$ cat src/rtl/compute_t_if.sv
// Bus bundle for compute_t: start/busy/finish handshake plus the Sp, C and T RAM ports.
// master = compute_t side, slave = RAM/sequencer side.
interface compute_t_if;
  logic        start;
  logic        busy;
  logic        finish;

  logic [6:0]  DP_RAM_address_Sp_b;
  logic [31:0] DP_RAM_read_data_Sp_b;
  logic        DP_RAM_we_Sp_b;

  logic [6:0]  DP_RAM_address_C_a;
  logic [6:0]  DP_RAM_address_C_b;
  logic [31:0] DP_RAM_read_data_C_a;
  logic [31:0] DP_RAM_read_data_C_b;

  logic [6:0]  DP_RAM_address_T_a;
  logic [31:0] DP_RAM_write_data_T_a;
  logic        DP_RAM_we_T_a;

  modport master (
    input  start, DP_RAM_read_data_Sp_b, DP_RAM_read_data_C_a, DP_RAM_read_data_C_b,
    output busy, finish, DP_RAM_address_Sp_b, DP_RAM_we_Sp_b,
           DP_RAM_address_C_a, DP_RAM_address_C_b,
           DP_RAM_address_T_a, DP_RAM_write_data_T_a, DP_RAM_we_T_a
  );

  modport slave (
    output start, DP_RAM_read_data_Sp_b, DP_RAM_read_data_C_a, DP_RAM_read_data_C_b,
    input  busy, finish, DP_RAM_address_Sp_b, DP_RAM_we_Sp_b,
           DP_RAM_address_C_a, DP_RAM_address_C_b,
           DP_RAM_address_T_a, DP_RAM_write_data_T_a, DP_RAM_we_T_a
  );
endinterface

$ cat src/rtl/compute_t.sv
// First IDCT matrix product T = S' x C, one 8x8 block per start pulse, T written row-major.
// Define CLIP_T_EN to saturate each shifted result to 16-bit signed before writing.
module compute_t #(
  parameter int SHIFT = 8
) (
  input  logic        Clock_50,
  input  logic        Resetn,
  compute_t_if.master bus
);

  typedef enum logic [2:0] {S_IDLE, S_LOAD_S, S_MAC, S_WRITE, S_DONE} state_t;

  state_t      r_state, w_state_next;
  logic [5:0]  r_cnt, w_cnt_next;
  logic [2:0]  r_row, w_row_next;
  logic        w_issue_s, w_issue_c;

  // Read pipeline: stage 0 = address registered, stage 1 = RAM data arriving next edge.
  logic        r_s_v0, r_s_v1, r_c_v0, r_c_v1;
  logic [1:0]  r_s_idx0, r_s_idx1, r_p0, r_p1;
  logic [2:0]  r_j0, r_j1;

  logic [6:0]  r_sp_addr, r_c_addr_a, r_c_addr_b, r_t_addr;
  logic [31:0] r_t_data;
  logic        r_t_we;
  logic signed [15:0] r_s [8];
  logic signed [34:0] r_acc;

  logic signed [15:0] w_sel_a, w_sel_b, w_c_a, w_c_b;
  logic signed [31:0] w_prod_a, w_prod_b;
  logic signed [34:0] w_acc_base, w_acc_next, w_shifted;
  logic [31:0]        w_t_result;
  logic               w_unused_bits;

  // NOTE: sequential state uses non-blocking assignments so every register sees pre-edge values.
  always_ff @(posedge Clock_50 or negedge Resetn) begin
    if (!Resetn) begin
      r_state <= S_IDLE;
      r_cnt   <= '0;
      r_row   <= '0;
    end else begin
      r_state <= w_state_next;
      r_cnt   <= w_cnt_next;
      r_row   <= w_row_next;
    end
  end

  // NOTE: every always_comb output gets a default first so no path can infer a latch.
  always_comb begin
    w_state_next = r_state;
    w_cnt_next   = r_cnt;
    w_row_next   = r_row;
    w_issue_s    = 1'b0;
    w_issue_c    = 1'b0;
    case (r_state)
      S_IDLE: if (bus.start) begin
        w_state_next = S_LOAD_S;
        w_cnt_next   = '0;
        w_row_next   = '0;
      end
      S_LOAD_S: begin
        w_issue_s = 1'b1;
        if (r_cnt == 6'd3) begin
          w_state_next = S_MAC;
          w_cnt_next   = '0;
        end else w_cnt_next = r_cnt + 6'd1;
      end
      S_MAC: begin
        w_issue_c = 1'b1;
        if (r_cnt == 6'd31) begin
          w_state_next = S_WRITE;
          w_cnt_next   = '0;
        end else w_cnt_next = r_cnt + 6'd1;
      end
      // Drain: the row's last accumulate and T write land here before S is reloaded.
      S_WRITE: begin
        if (r_cnt == 6'd2) begin
          w_cnt_next = '0;
          if (r_row == 3'd7) w_state_next = S_DONE;
          else begin
            w_state_next = S_LOAD_S;
            w_row_next   = r_row + 3'd1;
          end
        end else w_cnt_next = r_cnt + 6'd1;
      end
      S_DONE:  w_state_next = S_IDLE;
      default: w_state_next = S_IDLE;
    endcase
  end

  assign w_c_a      = bus.DP_RAM_read_data_C_a[15:0];
  assign w_c_b      = bus.DP_RAM_read_data_C_b[15:0];
  assign w_sel_a    = r_s[{r_p1, 1'b0}];
  assign w_sel_b    = r_s[{r_p1, 1'b1}];
  assign w_prod_a   = w_sel_a * w_c_a;
  assign w_prod_b   = w_sel_b * w_c_b;
  assign w_acc_base = (r_p1 == 2'd0) ? '0 : r_acc;
  assign w_acc_next = w_acc_base + {{3{w_prod_a[31]}}, w_prod_a} + {{3{w_prod_b[31]}}, w_prod_b};
  assign w_shifted  = w_acc_next >>> SHIFT;

`ifdef CLIP_T_EN
  always_comb begin
    if (w_shifted > 35'sd32767)       w_t_result = 32'h0000_7FFF;
    else if (w_shifted < -35'sd32768) w_t_result = 32'hFFFF_8000;
    else                              w_t_result = {{16{w_shifted[15]}}, w_shifted[15:0]};
  end
`else
  assign w_t_result = w_shifted[31:0];
`endif

  assign w_unused_bits = ^{bus.DP_RAM_read_data_C_a[31:16], bus.DP_RAM_read_data_C_b[31:16],
                           w_shifted[34:32]};

  // NOTE: the eight S registers are plain flops, so they reset with the rest of the datapath.
  always_ff @(posedge Clock_50 or negedge Resetn) begin
    if (!Resetn) begin
      r_s_v0 <= 1'b0;  r_s_v1 <= 1'b0;  r_c_v0 <= 1'b0;  r_c_v1 <= 1'b0;
      r_s_idx0 <= '0;  r_s_idx1 <= '0;  r_p0 <= '0;  r_p1 <= '0;
      r_j0 <= '0;      r_j1 <= '0;
      r_sp_addr <= '0; r_c_addr_a <= '0; r_c_addr_b <= '0; r_t_addr <= '0;
      r_t_data  <= '0; r_t_we <= 1'b0;   r_acc <= '0;
      for (int n = 0; n < 8; n++) r_s[n] <= '0;
    end else begin
      r_s_v0   <= w_issue_s;
      r_s_idx0 <= r_cnt[1:0];
      r_c_v0   <= w_issue_c;
      r_p0     <= r_cnt[1:0];
      r_j0     <= r_cnt[4:2];
      r_s_v1   <= r_s_v0;
      r_s_idx1 <= r_s_idx0;
      r_c_v1   <= r_c_v0;
      r_p1     <= r_p0;
      r_j1     <= r_j0;
      if (w_issue_s) r_sp_addr <= {2'b00, r_row, r_cnt[1:0]};
      // C[k][j] at k*8+j: even k = 2p on port a, odd k = 2p+1 on port b.
      if (w_issue_c) begin
        r_c_addr_a <= {1'b0, r_cnt[1:0], 1'b0, r_cnt[4:2]};
        r_c_addr_b <= {1'b0, r_cnt[1:0], 1'b1, r_cnt[4:2]};
      end
      if (r_s_v1) begin
        r_s[{r_s_idx1, 1'b0}] <= bus.DP_RAM_read_data_Sp_b[31:16];
        r_s[{r_s_idx1, 1'b1}] <= bus.DP_RAM_read_data_Sp_b[15:0];
      end
      r_t_we <= 1'b0;
      if (r_c_v1) begin
        r_acc <= w_acc_next;
        if (r_p1 == 2'd3) begin
          r_t_we   <= 1'b1;
          r_t_addr <= {1'b0, r_row, r_j1};
          r_t_data <= w_t_result;
        end
      end
    end
  end

  assign bus.DP_RAM_address_Sp_b   = r_sp_addr;
  assign bus.DP_RAM_we_Sp_b        = 1'b0;
  assign bus.DP_RAM_address_C_a    = r_c_addr_a;
  assign bus.DP_RAM_address_C_b    = r_c_addr_b;
  assign bus.DP_RAM_address_T_a    = r_t_addr;
  assign bus.DP_RAM_write_data_T_a = r_t_data;
  assign bus.DP_RAM_we_T_a         = r_t_we;
  assign bus.busy                  = (r_state != S_IDLE) && (r_state != S_DONE);
  assign bus.finish                = (r_state == S_DONE);

endmodule

$ cat src/flat_wrapper.sv
// flat-port wrapper written by rule: the top's interface ports become plain ports
module compute_t_flat 
#(
  parameter int SHIFT = 8
)
  (Clock_50, Resetn, bus_start, bus_DP_RAM_read_data_Sp_b, bus_DP_RAM_read_data_C_a, bus_DP_RAM_read_data_C_b, bus_busy, bus_finish, bus_DP_RAM_address_Sp_b, bus_DP_RAM_we_Sp_b, bus_DP_RAM_address_C_a, bus_DP_RAM_address_C_b, bus_DP_RAM_address_T_a, bus_DP_RAM_write_data_T_a, bus_DP_RAM_we_T_a);
  compute_t_if bus_i ();
  input  logic Clock_50;
  input  logic Resetn;
  input wire logic [$bits(bus_i.start)-1:0] bus_start;
  input wire logic [$bits(bus_i.DP_RAM_read_data_Sp_b)-1:0] bus_DP_RAM_read_data_Sp_b;
  input wire logic [$bits(bus_i.DP_RAM_read_data_C_a)-1:0] bus_DP_RAM_read_data_C_a;
  input wire logic [$bits(bus_i.DP_RAM_read_data_C_b)-1:0] bus_DP_RAM_read_data_C_b;
  output wire logic [$bits(bus_i.busy)-1:0] bus_busy;
  output wire logic [$bits(bus_i.finish)-1:0] bus_finish;
  output wire logic [$bits(bus_i.DP_RAM_address_Sp_b)-1:0] bus_DP_RAM_address_Sp_b;
  output wire logic [$bits(bus_i.DP_RAM_we_Sp_b)-1:0] bus_DP_RAM_we_Sp_b;
  output wire logic [$bits(bus_i.DP_RAM_address_C_a)-1:0] bus_DP_RAM_address_C_a;
  output wire logic [$bits(bus_i.DP_RAM_address_C_b)-1:0] bus_DP_RAM_address_C_b;
  output wire logic [$bits(bus_i.DP_RAM_address_T_a)-1:0] bus_DP_RAM_address_T_a;
  output wire logic [$bits(bus_i.DP_RAM_write_data_T_a)-1:0] bus_DP_RAM_write_data_T_a;
  output wire logic [$bits(bus_i.DP_RAM_we_T_a)-1:0] bus_DP_RAM_we_T_a;
  assign bus_i.start = bus_start;
  assign bus_i.DP_RAM_read_data_Sp_b = bus_DP_RAM_read_data_Sp_b;
  assign bus_i.DP_RAM_read_data_C_a = bus_DP_RAM_read_data_C_a;
  assign bus_i.DP_RAM_read_data_C_b = bus_DP_RAM_read_data_C_b;
  assign bus_busy = bus_i.busy;
  assign bus_finish = bus_i.finish;
  assign bus_DP_RAM_address_Sp_b = bus_i.DP_RAM_address_Sp_b;
  assign bus_DP_RAM_we_Sp_b = bus_i.DP_RAM_we_Sp_b;
  assign bus_DP_RAM_address_C_a = bus_i.DP_RAM_address_C_a;
  assign bus_DP_RAM_address_C_b = bus_i.DP_RAM_address_C_b;
  assign bus_DP_RAM_address_T_a = bus_i.DP_RAM_address_T_a;
  assign bus_DP_RAM_write_data_T_a = bus_i.DP_RAM_write_data_T_a;
  assign bus_DP_RAM_we_T_a = bus_i.DP_RAM_we_T_a;
  compute_t #(.SHIFT(SHIFT)) u_core (.Clock_50(Clock_50), .Resetn(Resetn), .bus(bus_i));
endmodule
$ cat config.mk
export PLATFORM = sky130hd
export DESIGN_NAME = compute_t_flat
export DESIGN_NICKNAME = d
export VERILOG_FILES = /design/src/rtl/compute_t_if.sv /design/src/rtl/compute_t.sv /design/src/flat_wrapper.sv
export SDC_FILE = /design/constraint.sdc
export NUM_CORES = 2
export LEC_CHECK = 0
export ABC_AREA = 1
export ABC_CLOCK_PERIOD_IN_PS = 8300
export CAP_MARGIN = 15
export CELL_PAD_IN_SITES_DETAIL_PLACEMENT = 1
export CELL_PAD_IN_SITES_GLOBAL_PLACEMENT = 1
export CORE_ASPECT_RATIO = 1.5
export CORE_MARGIN = 4
export CORE_UTILIZATION = 44
export CTS_BUF_LIST = sky130_fd_sc_hd__clkbuf_8
export DETAILED_ROUTE_END_ITERATION = 8
export MAX_ROUTING_LAYER = met4
export PLACE_DENSITY_LB_ADDON = 0.1
export SLEW_MARGIN = 20
export SYNTH_ARGS = -nofsm -noshare
export SYNTH_HDL_FRONTEND = slang
export SYNTH_SLANG_ARGS = --single-unit
$ cat constraint.sdc
create_clock -name Clock_50 -period 8.3 [get_ports Clock_50]
set_clock_uncertainty 0.1 [all_clocks]
set_input_delay 0.83 -clock Clock_50 [delete_from_list [all_inputs] [get_ports Clock_50]]
set_output_delay 0.83 -clock Clock_50 [all_outputs]
set_load 0.05 [all_outputs]
== Word-level counts from Yosys, hierarchy flattened ==
Cells that the tools add are included.
Storage, ports and cells
  register bits: 239
  word-level logic and storage cells: 97
Cells by class
  add/sub/neg operators: 4
  $mul: 2
  magnitude comparators: 4
  equality and inequality tests: 15
  mux-type cells: 32
  bitwise logic cells: 2
  reductions and logical operators: 12
Operators with widths (number)
  $bwmux 128: 2
  $bmux 16 s3: 2
  $demux 16 s3: 2
  $mux 16: 6
  $add 35x35->35: 2
  $mul 16x16->32: 2
  $mux 35: 1
  $mux 3: 8
  $mux 6: 4
  $pmux 6 s4: 1
  $eq 6x2->1 const B: 2
  $pmux 3 s4: 1
  $ge 4x4->1 const B: 2
  $lt 4x1->1 const B: 2
  $not 3->4: 2
  $reduce_and 4->1: 2
  $add 6x1->6 const B: 1
  $eq 3x2->1 const B: 2
  $eq 3x3->1 const B: 2
  $eq 6x5->1 const B: 1
  $ne 2x1->1 const B: 3
  $pmux 3 s2: 1
  $mux 1: 4
  $ne 2x2->1 const B: 2
  other kinds (11): 14

== Logic depth before layout (Yosys ltp) ==
  word-level depth: 7
  gate-level depth with buffers: 51
  gate-level depth less buffers: 49

== Worst setup path before layout ==
Ideal clock, no wire load.
  path type: input to register
  start: input bus_DP_RAM_read_data_C_a[1]
  end: register u_core.bus.DP_RAM_write_data_T_a[26] (netlist name)
  arrival: 7993 ps
  required time: 8082 ps
  setup slack: 89 ps
  stages: 42
  path buffers: 1
  cell sequence: buf_1 clkinv_1 nor2_1 inv_1 fa_1 inv_1 fa_1 inv_1 fa_1 inv_1 fa_1 fa_1 inv_1 fa_1 inv_1 ha_1 nand2_1 nor2_1 (+6 left out) a21oi_1 xor2_1 fa_1 inv_1 ha_1 nand2_1 nor2_1 nand2_1 nor2_1 nand3_1 nand3_1 nand2_1 nand2_1 nand2_1 nand2_1 nand2_1 nand3_1 nand2_1
Between the ends
  cells in the longest elaborated chain, start to end: 3
RTL lines
  from (decl): RTL line flat_wrapper.sv:12  | input wire logic [$bits(bus_i.DP_RAM_read_data_C_a)-1:0] bus_DP_RAM_read_data_C_a;
  $mul 16x16->32: RTL line compute_t.sv:95  | assign w_prod_a = w_sel_a * w_c_a;
  $add 35x35->35 (2 in a row): RTL line compute_t.sv:98  | assign w_acc_next = w_acc_base + {{3{w_prod_a[31]}}, w_prod_a} + {{3{w_prod_b[31]}}, w_prod_b};
Every way passes these cells.
A chain may end at the register's enable or synchronous reset.

==> results.ini <==
[outcome]
outcome=complete, but fails checks
violations=setup timing

[critical_path]
crit_arrival_ns=9.44
critPathKind=reg -> reg
critPathLaunchType=flip-flop
worstSetupEndpointType=flip-flop
cpPeakStageDelay_ns=0.64
cp_max_fo=6
critPathRequiredTime_ns=8.70
cpMaxStageDelayCell=fa_1

[timing]
tightestPinTransition_ns=0.898
timing.fmax_mhz=111
finalCriticalPeriod_ns=9.04
fin_ws_ns=-0.737
rsz0062_at_grt=yes
post-route-period-util=1.09
final_max_slew_viol_count=0
max_slew_margin=0.401
finalSetupViolCount=41
hold_viol_final=0
timing.hold.ws_ns=0.100
tns_ns=-14.94

[cells_and_area]
area_growth_pct=38.1
layout-drive-gt1-share=0.311
fillers=8303
final_util=0.614
final-instance-count-excl-fill=5573
fin_nets=5489

[routing]
drtIter0Drc=1531
num_vias=29500
avgRoutedWirePerCell_um=22.5
drt_pass1_iterations=6
routed_wl_um=125000
drcViolationCount=0
vias_per_cell=5.30
drtAntennaViolNets=0

[synthesis]
syn_inst=3880
ys_seq_area_frac=0.181
ys_warn_count=0
ys_ff_latch=234
synth_area_per_cell_um2=8.33
syn_area_um2=32300
synth.distinct_cells=54

[cts]
clk_pin_slew_ns=0.07
cts_buffer_depth=3
root_buffer=clkbuf_8
clk_latency_ns=0.63
htree_levels=2
numCtsBuffers=34
cts_tree=yes
cts.sinks=234

[global_routing]
grt_pass1_vias=33200
grt_max_degree=158
antenna_found_initial=1
grt_pass1_wl_um=181000
grt.overflow.total=0
grtUsageTotal=0.305

[floorplanning]
start_util=0.445
top_level_ports=163
fp-row-count=121
die_h_um=340
die_area_um2=77900
core_um2=72700
die_x_um=229

[placement]
place.gp.congestion=0.925
placed_cells=5394
hpwl_um=91400
port_buffers=123

[min_path]
worstHoldPathType=in -> async

[run]
maxCapViolCount=0

==> registers in the layout, summed over array words and instances (netlist names) <==
signal and count:
u_core.bus.DP_RAM_address_C_a 4, u_core.bus.DP_RAM_address_C_b 2, u_core.bus.DP_RAM_address_Sp_b 5, u_core.bus.DP_RAM_address_T_a 6
u_core.bus.DP_RAM_we_T_a 1, u_core.bus.DP_RAM_write_data_T_a 27, u_core.r_acc 35, u_core.r_c_v0 1
u_core.r_c_v1 1, u_core.r_cnt 6, u_core.r_j0 3, u_core.r_j1 3
u_core.r_row 3, u_core.r_s 128, u_core.r_s_idx0 2, u_core.r_s_idx1 2
u_core.r_s_v0 1, u_core.r_s_v1 1, u_core.r_state 3
==> synthesized netlist by cell type (all sizes together) <==
cell type | n | share of area
a22o | 1 | 0.00027
a31oi | 7 | 0.0015
xor2 | 41 | 0.011
a22oi | 48 | 0.011
nor2 | 393 | 0.046
o31ai | 1 | 0.00023
a21o | 14 | 0.0033
nor4 | 6 | 0.0014
a31o | 1 | 0.00027
conb | 1 | 0.00012
a21oi | 90 | 0.014
nand3 | 86 | 0.014
a211oi | 1 | 0.00039
nand4 | 9 | 0.0017
buf | 54 | 0.010
nand2 | 812 | 0.094
a311oi | 1 | 0.00027
clkbuf | 74 | 0.0086
fa | 559 | 0.35
or2 | 9 | 0.0017
o211ai | 4 | 0.00093
clkinv | 4 | 0.00046
o21a | 2 | 0.00046
o221ai | 1 | 0.00027
inv | 894 | 0.10
o21ai | 213 | 0.033
o211a | 1 | 0.00031
dfrtp | 234 | 0.18
a221oi | 17 | 0.012
o21bai | 10 | 0.0023
xnor2 | 39 | 0.011
a21boi | 1 | 0.00023
nand3b | 9 | 0.0021
ha | 201 | 0.078
and2 | 18 | 0.0035
o41ai | 1 | 0.00027
nor3 | 17 | 0.0026
o22ai | 6 | 0.0012
==> repair_timing <==
action / in CTS / in global routing
cloned: 4 / 0
setup buffers: 87 / 49
hold buffers: 0 / 0
gates resized for setup: 476 / 479
pin swaps: 210 / 233
endpoints found under the setup margin: 52 / 50
hold endpoints to repair: 0 / 0
==> stage by stage <==
step | setup slack [ns] | instance area [um2]
after global routing | -0.970 | 44600
final | -0.737 | 44600
after CTS | -0.417 | 42400
after detailed placement | -1.17 | 38800
after floorplan | 0.0886 | 32300
after global placement | -0.996 | 38800
==> cell usage in the layout, fill, tap and decap left out, types with 31 or more instances in the layout <==
cell / Yosys / routed
nor2_1: 390 / 303
fa_1: 559 / 511
inv_1: 863 / 786
nor2_2: 2 / 57
inv_2: 31 / 94
nand2_1: 811 / 678
ha_4: 0 / 63
a21oi_1: 90 / 31
dfrtp_1: 234 / 232
fa_2: 0 / 48
nor2_4: 1 / 34
nand3_1: 83 / 53
ha_1: 201 / 136
buf_12: 0 / 38
a21oi_2: 0 / 31
o21ai_0: 202 / 178
clkbuf_8: 0 / 42
nand2_2: 1 / 93
buf_6: 3 / 84
buf_4: 19 / 572
nand2_4: 0 / 40
clkdlybuf4s50_1: 0 / 122
a22oi_1: 47 / 34
==> final timing paths <==
check	startpoint	endpoint	slack, ns	cells after the start
worst max-delay path	u_core.r_s_idx1[1]	u_core.bus.DP_RAM_write_data_T_a[26]	-0.74	47
worst min-delay path	Resetn	u_core.bus.DP_RAM_address_C_a[2]	0.10	1
worst max register to register	u_core.r_s_idx1[1]	u_core.bus.DP_RAM_write_data_T_a[26]	-0.74	47
worst min register to register	u_core.r_j0[2]	u_core.r_j1[2]	0.25	0
max in group asynchronous	Resetn	u_core.r_s[89]	6.64	2
min in group Clock_50	u_core.r_j0[2]	u_core.r_j1[2]	0.25	0
==> area by class of cell <==
cell class / count / area (um2) / area share
Inverter: 898 / 3440 / 0.0771
Clock inverter: 14 / 138 / 0.00308
Multi-Input combinational cell: 2627 / 25900 / 0.581
Clock buffer: 42 / 578 / 0.0130
Timing Repair Buffer: 835 / 7540 / 0.169
Tap cell: 922 / 1150 / 0.0259
Antenna cell: 1 / 2.50 / 0.0000561
Sequential cell: 234 / 5860 / 0.131
==> cells by family after synthesis <==
group,Yosys count,synth area share
AND/OR/NAND/NOR,1359,0.167
buffers and inverters,1026,0.123
adder cells (fa/ha/maj),760,0.424
AO/OA/AOI/OAI,420,0.0824
flip-flops,234,0.181
XOR/XNOR,80,0.0217
other,1,0.000116
==> critical path, delay by kind of cell, from the launching register on <==
family / cells / cell delay (ns)
adder cells (fa/ha/maj): 9 / 4.14
AO/OA/AOI/OAI: 5 / 0.95
flip-flops: 1 / 0.46
buffers and inverters: 14 / 1.68
AND/OR/NAND/NOR: 18 / 1.48
XOR/XNOR: 1 / 0.09
==> layer usage <==
metal	vias up	routed length, um	GRT usage
li1	13100	-	-
met1	15200	45900	0.343
met2	834	66700	0.559
met3	419	4090	0.0197
met4	0	8410	0.134
met5	-	0	-
Power is left out: the tool's default activity adds up to more than one toggle a clock period on the data nets, which glitch-free logic cannot reach.
